## src/rtl/ncc_pkg.sv

```systemverilog
// Shared types and constants for the NCC result return path.
package ncc_pkg;

  localparam int PKT_BYTES = 10;
  localparam int COORD_W   = 10;
  localparam int SCORE_W   = 32;

  // Laid out so the 64 record bits are exactly packet bytes B1..B8.
  typedef struct packed {
    logic [SCORE_W-1:0] score;
    logic [5:0]         padX;
    logic [COORD_W-1:0] x;
    logic [5:0]         padY;
    logic [COORD_W-1:0] y;
  } nccResult_t;

  typedef enum logic {IDLE, SEND} txState_t;

  function automatic logic [7:0] packetChecksum(input nccResult_t rec);
    logic [63:0] bits;
    logic [7:0]  sum;
    bits = rec;
    sum  = 8'h00;
    for (int i = 0; i < 8; i++) begin
      sum = sum ^ bits[i*8 +: 8];
    end
    return sum;
  endfunction

endpackage

```

## src/rtl/result_fifo.sv

```systemverilog
// Synchronous FIFO of result records; an extra pointer bit separates full from empty.
module result_fifo
  import ncc_pkg::*;
#(
  parameter int fifoDepth = 4
) (
  input  logic       clk,
  input  logic       rst,
  input  logic       push,
  input  nccResult_t pushData,
  input  logic       pop,
  output nccResult_t popData,
  output logic       full,
  output logic       empty
);

  localparam int AW = $clog2(fifoDepth);

  nccResult_t    mem [fifoDepth];
  logic [AW:0]   wrPtr;
  logic [AW:0]   rdPtr;
  logic          doPush;
  logic          doPop;

  assign full    = (wrPtr[AW] != rdPtr[AW]) && (wrPtr[AW-1:0] == rdPtr[AW-1:0]);
  assign empty   = (wrPtr == rdPtr);
  assign doPush  = push && !full;
  assign doPop   = pop && !empty;
  assign popData = mem[rdPtr[AW-1:0]];

  always_ff @(posedge clk or posedge rst) begin
    if (rst) begin
      wrPtr <= '0;
      rdPtr <= '0;
    end else begin
      if (doPush) wrPtr <= wrPtr + 1'b1;
      if (doPop)  rdPtr <= rdPtr + 1'b1;
    end
  end

  // Storage needs no reset; the pointers decide what is valid.
  always_ff @(posedge clk) begin
    if (doPush) mem[wrPtr[AW-1:0]] <= pushData;
  end

endmodule

```

## src/rtl/ncc_result_tx.sv

```systemverilog
// Buffers NCC match results and streams each one back as a 10-byte packet:
// header, score, x, y, XOR checksum.
module ncc_result_tx
  import ncc_pkg::*;
#(
  parameter int         fifoDepth  = 4,
  parameter logic [7:0] headerByte = 8'hA5
) (
  input  logic                clk,
  input  logic                rst,
  input  logic                resultValid,
  output logic                resultReady,
  input  logic [SCORE_W-1:0]  resultScore,
  input  logic [COORD_W-1:0]  resultX,
  input  logic [COORD_W-1:0]  resultY,
  output logic [7:0]          pciOut,
  output logic                pciOutValid,
  input  logic                pciOutReady,
  output logic                busy,
  output logic [15:0]         pktCount
);

  localparam logic [3:0] LAST_IDX = 4'(PKT_BYTES - 1);

  txState_t                 state;
  logic [PKT_BYTES*8-1:0]   pktReg;
  logic [3:0]               byteIdx;
  logic                     fifoFull;
  logic                     fifoEmpty;
  logic                     fifoPop;
  logic                     lastXfer;
  nccResult_t               pushRec;
  nccResult_t               headRec;
  logic [PKT_BYTES*8-1:0]   loadPkt;

  assign pushRec = '{score: resultScore, padX: 6'd0, x: resultX, padY: 6'd0, y: resultY};

  result_fifo #(.fifoDepth(fifoDepth)) fifo (
    .clk     (clk),
    .rst     (rst),
    .push    (resultValid),
    .pushData(pushRec),
    .pop     (fifoPop),
    .popData (headRec),
    .full    (fifoFull),
    .empty   (fifoEmpty)
  );

  assign resultReady = !fifoFull;
  assign busy        = (state == SEND) || !fifoEmpty;
  assign pciOut      = pktReg[PKT_BYTES*8-1 -: 8];
  assign loadPkt     = {headerByte, headRec, packetChecksum(headRec)};
  assign lastXfer    = (state == SEND) && pciOutReady && (byteIdx == LAST_IDX);
  assign fifoPop     = !fifoEmpty && ((state == IDLE) || lastXfer);

  // pktReg shifts left after each accepted byte, so the top byte is always on the wire.
  always_ff @(posedge clk or posedge rst) begin
    if (rst) begin
      state       <= IDLE;
      pktReg      <= '0;
      byteIdx     <= '0;
      pciOutValid <= 1'b0;
      pktCount    <= '0;
    end else begin
      case (state)
        IDLE: begin
          if (!fifoEmpty) begin
            pktReg      <= loadPkt;
            byteIdx     <= '0;
            pciOutValid <= 1'b1;
            state       <= SEND;
          end
        end
        SEND: begin
          if (pciOutReady) begin
            if (byteIdx == LAST_IDX) begin
              pktCount <= pktCount + 16'd1;
              if (!fifoEmpty) begin
                pktReg  <= loadPkt;
                byteIdx <= '0;
              end else begin
                pktReg      <= '0;
                pciOutValid <= 1'b0;
                state       <= IDLE;
              end
            end else begin
              pktReg  <= pktReg << 8;
              byteIdx <= byteIdx + 4'd1;
            end
          end
        end
        default: state <= IDLE;
      endcase
    end
  end

endmodule

```

## config.mk

```make
export PLATFORM = sky130hd
export DESIGN_NAME = ncc_result_tx
export DESIGN_NICKNAME = d
export VERILOG_FILES = /design/src/rtl/ncc_pkg.sv /design/src/rtl/result_fifo.sv /design/src/rtl/ncc_result_tx.sv
export SDC_FILE = /design/constraint.sdc
export NUM_CORES = 1
export LEC_CHECK = 0
export CAP_MARGIN = 20
export CORE_ASPECT_RATIO = 1.75
export CORE_MARGIN = 8
export CORE_UTILIZATION = 53
export CTS_CLUSTER_SIZE = 10
export DETAILED_ROUTE_END_ITERATION = 8
export HOLD_SLACK_MARGIN = 0.08
export MAX_ROUTING_LAYER = met4
export PLACE_DENSITY = 0.85
export SETUP_SLACK_MARGIN = 0.4
export SLEW_MARGIN = 20
export SYNTH_ARGS = -nofsm -noshare
export SYNTH_HDL_FRONTEND = slang
export SYNTH_SLANG_ARGS = --single-unit
```

## constraint.sdc

```tcl
create_clock -name clk -period 3.4 [get_ports clk]
set_input_delay 0.68 -clock clk [delete_from_list [all_inputs] [get_ports clk]]
set_output_delay 0.68 -clock clk [all_outputs]
set_load 0.01 [all_outputs]
```

==> results of run 1 <==
==> per-layer routing <==
metal | vias up | share of wire (%) | global-route usage, %
met4 | 0 | 4.6 | 9.61
met3 | 66 | 4.2 | 3.40
met1 | 3416 | 39 | 20.7
li1 | 2910 | - | -
met5 | - | 0 | -
met2 | 193 | 52 | 29.9
==> per-stage QoR <==
step	setup slack (ns)	total power [mW]	instance area [µm²]
after floorplan	0.541	8.97	12700
after global placement	0.781	9.87	13800
after detailed placement	0.680	10.1	13800
after CTS	0.462	13.7	15000
after global routing	0.511	14.3	15000
final	0.555	13.6	15000
==> registers in the layout, indices dropped and copies added, names as in the netlist <==
register	cells
fifo.wrPtr	3
fifo.rdPtr	3
pktCount	16
pciOutValid	1
fifo.mem	208
byteIdx	4
state	1
pktReg	80
==> cells in the mapped netlist, types with 2 or more instances <==
library cell    n
o21ai_0         2
buf_6           3
buf_12          3
clkbuf_8        4
inv_1           7
nor2_1          5
dfrtp_1       108
a21o_1         48
and3_1          8
mux4_2         35
xor2_1         18
xnor2_1        46
a22o_1         79
nand2_1        12
and2_1          2
a32o_1          2
edfxtp_1      208
a221o_1         4
and4_1          2
buf_4           8
mux4_1         17
xnor2_2         2
buf_2           9
mux2_2          3
clkbuf_1       16
a21o_2          4
nand3_1        10
ha_1            9
==> power by group <==
| group | internal [mW] | total [mW] | switching [mW] |
|---|---|---|---|
| sequential | 5.21 | 5.70 | 0.488 |
| clock | 2.18 | 3.59 | 1.42 |
| combinational | 2.15 | 4.32 | 2.16 |
| total | 9.54 | 13.6 | 4.07 |
==> worst paths after layout <==
check	startpoint	to	slack, ns	cells past startpoint
hold reg to reg	pktCount[15]$_DFFE_PP0P_	pktCount[15]$_DFFE_PP0P_	0.48	1
min in group asynchronous	rst	pktReg[63]$_DFFE_PP0P_	0.65	2
hold / removal	pktCount[15]$_DFFE_PP0P_	pktCount[15]$_DFFE_PP0P_	0.48	1
setup reg to reg	fifo.rdPtr[0]$_DFFE_PP0P_	pktReg[7]$_DFFE_PP0P_	0.87	6
setup / recovery	fifo.rdPtr[0]$_DFFE_PP0P_	resultReady	0.55	4
max in group asynchronous	rst	pktReg[17]$_DFFE_PP0P_	1.99	3
==> cells by family after synthesis <==
family	count (synthesis)	share of synthesized area (%)
buffers and inverters	51	2.71
xor gates and xnor gates	66	4.67
DFF	316	70.4
adders and majority gates	9	0.886
and+or+nand+nor	46	1.92
muxes	56	10.1
AOI/OAI and AO/OA	144	9.37
==> cell type report <==
class	count	share of cell area (%)
Timing Repair Buffer	99	6.92
Tap cell	308	2.57
Clock inverter	1	0.0584
Multi-Input combinational cell	321	23.2
Clock buffer	67	7.34
Sequential cell	316	59.7
Antenna cell	2	0.0334
Inverter	7	0.200
==> critical path, delay by kind of cell, from the launching register on <==
| kind | cells | cell delay, ns |
|---|---|---|
| flops | 1 | 0.50 |
| xor+xnor | 1 | 0.23 |
| simple gates | 2 | 0.24 |
| buf+inv | 1 | 0.66 |
==> what timing repair did <==
action,CTS,global route
pin swaps,1,0
gates cloned,0,0
gates resized for setup,2,3
setup endpoints to repair,1,1
buffers inserted,1,0
==> flow_summary.json, run 1 <==
{
  "status": "complete, no violations",
  "end_kind": "output pin",
  "worstPathMaxFanout": 6,
  "numCtsBuffers": 37,
  "start_util_pct": 53.5,
  "cts-root-buf": "clkbuf_16",
  "ant_nets": 0,
  "cp-start-kind": "flip-flop",
  "fillCellCount": 1595,
  "drc": 0,
  "wl_mm": 25.0,
  "drive_above_1_share_pct": 14.4,
  "fin_cells": 1121,
  "fp.dieH_um": 221,
  "holdWs_ns": 0.480,
  "postSynthCellCount": 688,
  "slowest_stage": "clkdlybuf4s50_1",
  "grt_first_pass_wirelength_mm": 40.5,
  "slew_headroom_pct": 48.0,
  "clk_latency_ns": 0.52,
  "synth_area_leaders": "edfxtp_1 (49%), dfrtp_1 (21%), mux4_2 (6.2%), a22o_1 (5.4%), mux4_1 (3.5%)",
  "fin_crit_sh_pct": 83.7,
  "final_common_cell": "edfxtp_1",
  "grt_max_degree": 69,
  "dp_hpwl_mm": 15.1,
  "io_pins": 83,
  "p_per_area_mw_per_mm2": 907,
  "seqCellArea_mm2": 0.00895,
  "cts.clk_slew.worst_paths_ns": 0.06,
  "finish.utilization_pct": 63.2,
  "rows": 75,
  "synth_area_per_cell_um2": 18.5,
  "synth_top_area_share_pct": 49.1,
  "core_mm2": 0.0237,
  "dr.first_iter.drc_count": 348,
  "cp.arrival_ns": 2.17,
  "die-area_mm2": 0.0294,
  "multi_input_area_mm2": 0.00348,
  "synth_area_mm2": 0.0127,
  "critPathKind": "flip-flop to output pin",
  "rsz0062_at_grt": "no",
  "hold_class": "flip-flop to flip-flop",
  "viasPerCell": 5.87,
  "grt_usage_pct": 18.2,
  "cts_sinks": 316,
  "dr.pass1.iters": 5,
  "slowest_delay_ns": 0.66,
  "power.leakage_nw": 6.00,
  "period_needed_ns": 2.85,
  "skew_ns": 0.0249,
  "cts_tree": "built",
  "grt_antenna_before_repair": 2,
  "ir_drop_v": 0.000514,
  "area_growth_pct": 18.0,
  "setup_viol": 0,
  "wl_per_cell_um": 22.3,
  "max_freq_ghz": 0.351,
  "htree_levels": 2,
  "async_reset_ff_share_pct": 34.2,
  "dp_cells": 1050,
  "maxCapViolCount": 0,
  "fin_setup_tns_ns": 0,
  "cp.required_ns": 2.72,
  "seq_area_frac_synth_pct": 70.4,
  "syn_nets": 753,
  "yosysWarningCount": 0,
  "crit_chain": "xor2_2 > nor2_1 > nand2_1 > clkdlybuf4s50_1",
  "ys_seq_elements": 316,
  "slew_violations": 0,
  "vias": 6585,
  "die_w_um": 133,
  "ctsHoldBuffers": 0,
  "io_buffers": 82,
  "yosysUniqueCellTypes": 42,
  "synth_edf_count": 208,
  "nNetsFinal": 847,
  "cts_buffer_depth": 3,
  "first_global_vias": 7202,
  "worstMarginPinSlew_ns": 0.780,
  "synth_ff_type": "edfxtp_1",
  "final_cell_mix": "edfxtp_1 (208), dfrtp_1 (106), clkdlybuf4s50_1 (81)",
  "synth_top_cell_by_area": "edfxtp_1",
  "grt-ovfl-total": 0,
  "routabilityCongestion": 0.776,
  "finalHoldViolCount": 0
}
Note: power is estimated with default switching activity, not from simulation.
==> run 2, diff against run 1 <==
CORE_UTILIZATION = 59   (was 53)
PLACE_DENSITY = 0.89   (was 0.85)
clock period = 2.8 ns   (was 3.4 ns; I/O delays follow)
==> flow_summary.json, run 2 (synthesis gave the netlist of run 1 again) <==
{
  "p_comb_share_pct": 33.9,
  "routabilityCongestion": 0.777,
  "seqCellArea_mm2": 0.00896,
  "place_area_mm2": 0.0138,
  "status": "complete, no violations",
  "clk_latency_ns": 0.51,
  "cts_buffer_depth": 3,
  "cp-start-kind": "flip-flop",
  "final_area_mm2": 0.0150,
  "setup_viol": 0,
  "largest_register_ffs": 208,
  "grt-ovfl-total": 0,
  "min_path_cells": 1,
  "htree_levels": 2,
  "vias": 6773,
  "r2r_end": "pktReg[6]$_DFFE_PP0P_",
  "crit_chain": "xor2_2 > nor3_2 > ha_2 > inv_2 > buf_6",
  "wl_per_cell_um": 24.8,
  "multi_input_area_mm2": 0.00348,
  "r2r.worst_path.cells": 7,
  "dr.first_iter.drc_count": 474,
  "skew_ns": 0.0116,
  "cts_tree": "built",
  "nNetsFinal": 859,
  "ant_nets": 0,
  "slowest_delay_ns": 0.45,
  "start_util_pct": 59.6,
  "power.leakage_nw": 6.04,
  "end_kind": "output pin",
  "fin_setup_tns_ns": 0,
  "p_sw_share_pct": 30.7,
  "numCtsBuffers": 37,
  "holdWs_ns": 0.467,
  "maxCapViolCount": 0,
  "n_antenna_cell": 0,
  "core_mm2": 0.0213,
  "grt_usage_pct": 20.8,
  "finalHoldViolCount": 0,
  "grt_first_pass_wirelength_mm": 41.5,
  "slowest_stage": "dfrtp_2",
  "cts_sinks": 316,
  "min_to": "pktCount[15]$_DFFE_PP0P_",
  "slew_violations": 0,
  "critPathTopFamily": "flip-flops",
  "grt_antenna_before_repair": 0,
  "cp.arrival_ns": 1.75,
  "fin_crit_sh_pct": 82.7,
  "rows": 71,
  "internal_power_mw": 11.8,
  "die-area_mm2": 0.0267,
  "final_common_cell": "edfxtp_1",
  "cts-root-buf": "clkbuf_16",
  "wl_mm": 26.7,
  "dr.pass1.iters": 5,
  "fillCellCount": 1293,
  "max_freq_ghz": 0.432,
  "grt_max_degree": 109,
  "hp-start": "pktCount[15]$_DFFE_PP0P_",
  "worstMarginPinSlew_ns": 0.574,
  "die_w_um": 127,
  "p_per_area_mw_per_mm2": 1130,
  "drc": 0,
  "cp_num_buf_inv": 2,
  "period_needed_ns": 2.31,
  "rsz0062_at_grt": "no",
  "viasPerCell": 6.28,
  "area_growth_pct": 18.3,
  "final_cell_mix": "edfxtp_1 (208), dfrtp_1 (104), clkdlybuf4s50_1 (80)",
  "cp.required_ns": 2.24,
  "slew_headroom_pct": 61.7,
  "ir_drop_v": 0.000592,
  "fp.dieH_um": 210,
  "pwr-share-clk_pct": 25.4,
  "reg2reg_from": "fifo.rdPtr[0]$_DFFE_PP0P_",
  "drive_above_1_share_pct": 18.2,
  "first_global_vias": 7330,
  "io_buffers": 82,
  "dp_hpwl_mm": 15.8,
  "p_sw_mw": 5.22,
  "critPathKind": "flip-flop to output pin",
  "power_frac_seq_pct": 40.7,
  "cts.clk_slew.worst_paths_ns": 0.06,
  "io_pins": 83,
  "ff2ff_setup_slack_ns": 0.49,
  "hold_class": "flip-flop to flip-flop",
  "worstPathMaxFanout": 4
}
==> run 2: changes by cell type in the layout (fill, tap and decap cells not counted), sizes merged <==
cell,delta
buf,+11
diode,-2
clkbuf,+1
clkdlybuf4s50,-1
clkinv,+1
dlygate4sd2,+1
dlymetal6s2s,-1
==> run 2: metrics by stage <==
step | total power [mW] | util [%] | worst slack (ns) | std cells
floorplan | 10.9 | - | 0.406 | 688
global placement | 12.0 | 64.7 | 0.313 | 999
detailed placement | 12.3 | 64.7 | 0.175 | 999
CTS | 16.9 | 70.0 | 0.274 | 1069
global route | 17.8 | 70.6 | 0.389 | 1078
finish | 17.0 | 70.6 | 0.485 | 1078
==> run 2: worst max-delay path by stage <==
stage                              startpoint                     end  slack [ns]  cells past startpoint
detailed placement                pciOutReady  pktReg[48]$_DFFE_PP0P_        0.18                      5
finish              fifo.wrPtr[0]$_DFFE_PP0P_                    busy        0.49                      5
CTS                 fifo.rdPtr[1]$_DFFE_PP0P_                    busy        0.27                      5
global route        fifo.rdPtr[0]$_DFFE_PP0P_   pktReg[6]$_DFFE_PP0P_        0.39                      7
global placement                  pciOutReady  pktReg[17]$_DFFE_PP0P_        0.31                      5
floorplan           fifo.rdPtr[0]$_DFFE_PP0P_  pktReg[63]$_DFFE_PP0P_        0.41                     12
==> run 2: what timing repair did <==
item	in CTS	in global routing
endpoints found under the setup margin	82	61
pin swaps	2	4
gates cloned	0	1
hold buffers	0	0
buffers inserted	2	8
resized for setup	15	21
==> run 2: area by class of cell <==
cell class	instances	share of cell area, %
clock buffers	66	7.16
clock inverters	2	0.0915
inverters	7	0.200
multi-input cells	321	23.1
flip-flops and latches	316	59.5
well taps	255	2.12
repair buffers	111	7.78
==> run 2: routing by layer <==
metal | vias up | wire length [µm] | global-route usage (%)
met1 | 3527 | 9920 | 22.8
met4 | 0 | 1200 | 10.6
li1 | 2919 | - | -
met3 | 68 | 1200 | 3.09
met2 | 259 | 14400 | 36.2
met5 | - | 0 | -
==> run 2: power by group through the flow <==
stage | registers, mW | clock network (mW) | logic [mW]
final | 6.93 | 4.33 | 5.77
after global routing | 7.02 | 4.57 | 6.17
after CTS | 6.91 | 4.39 | 5.57
after detailed placement | 6.98 | 0 | 5.31
after global placement | 6.88 | 0 | 5.10
after floorplan | 6.75 | 0 | 4.14
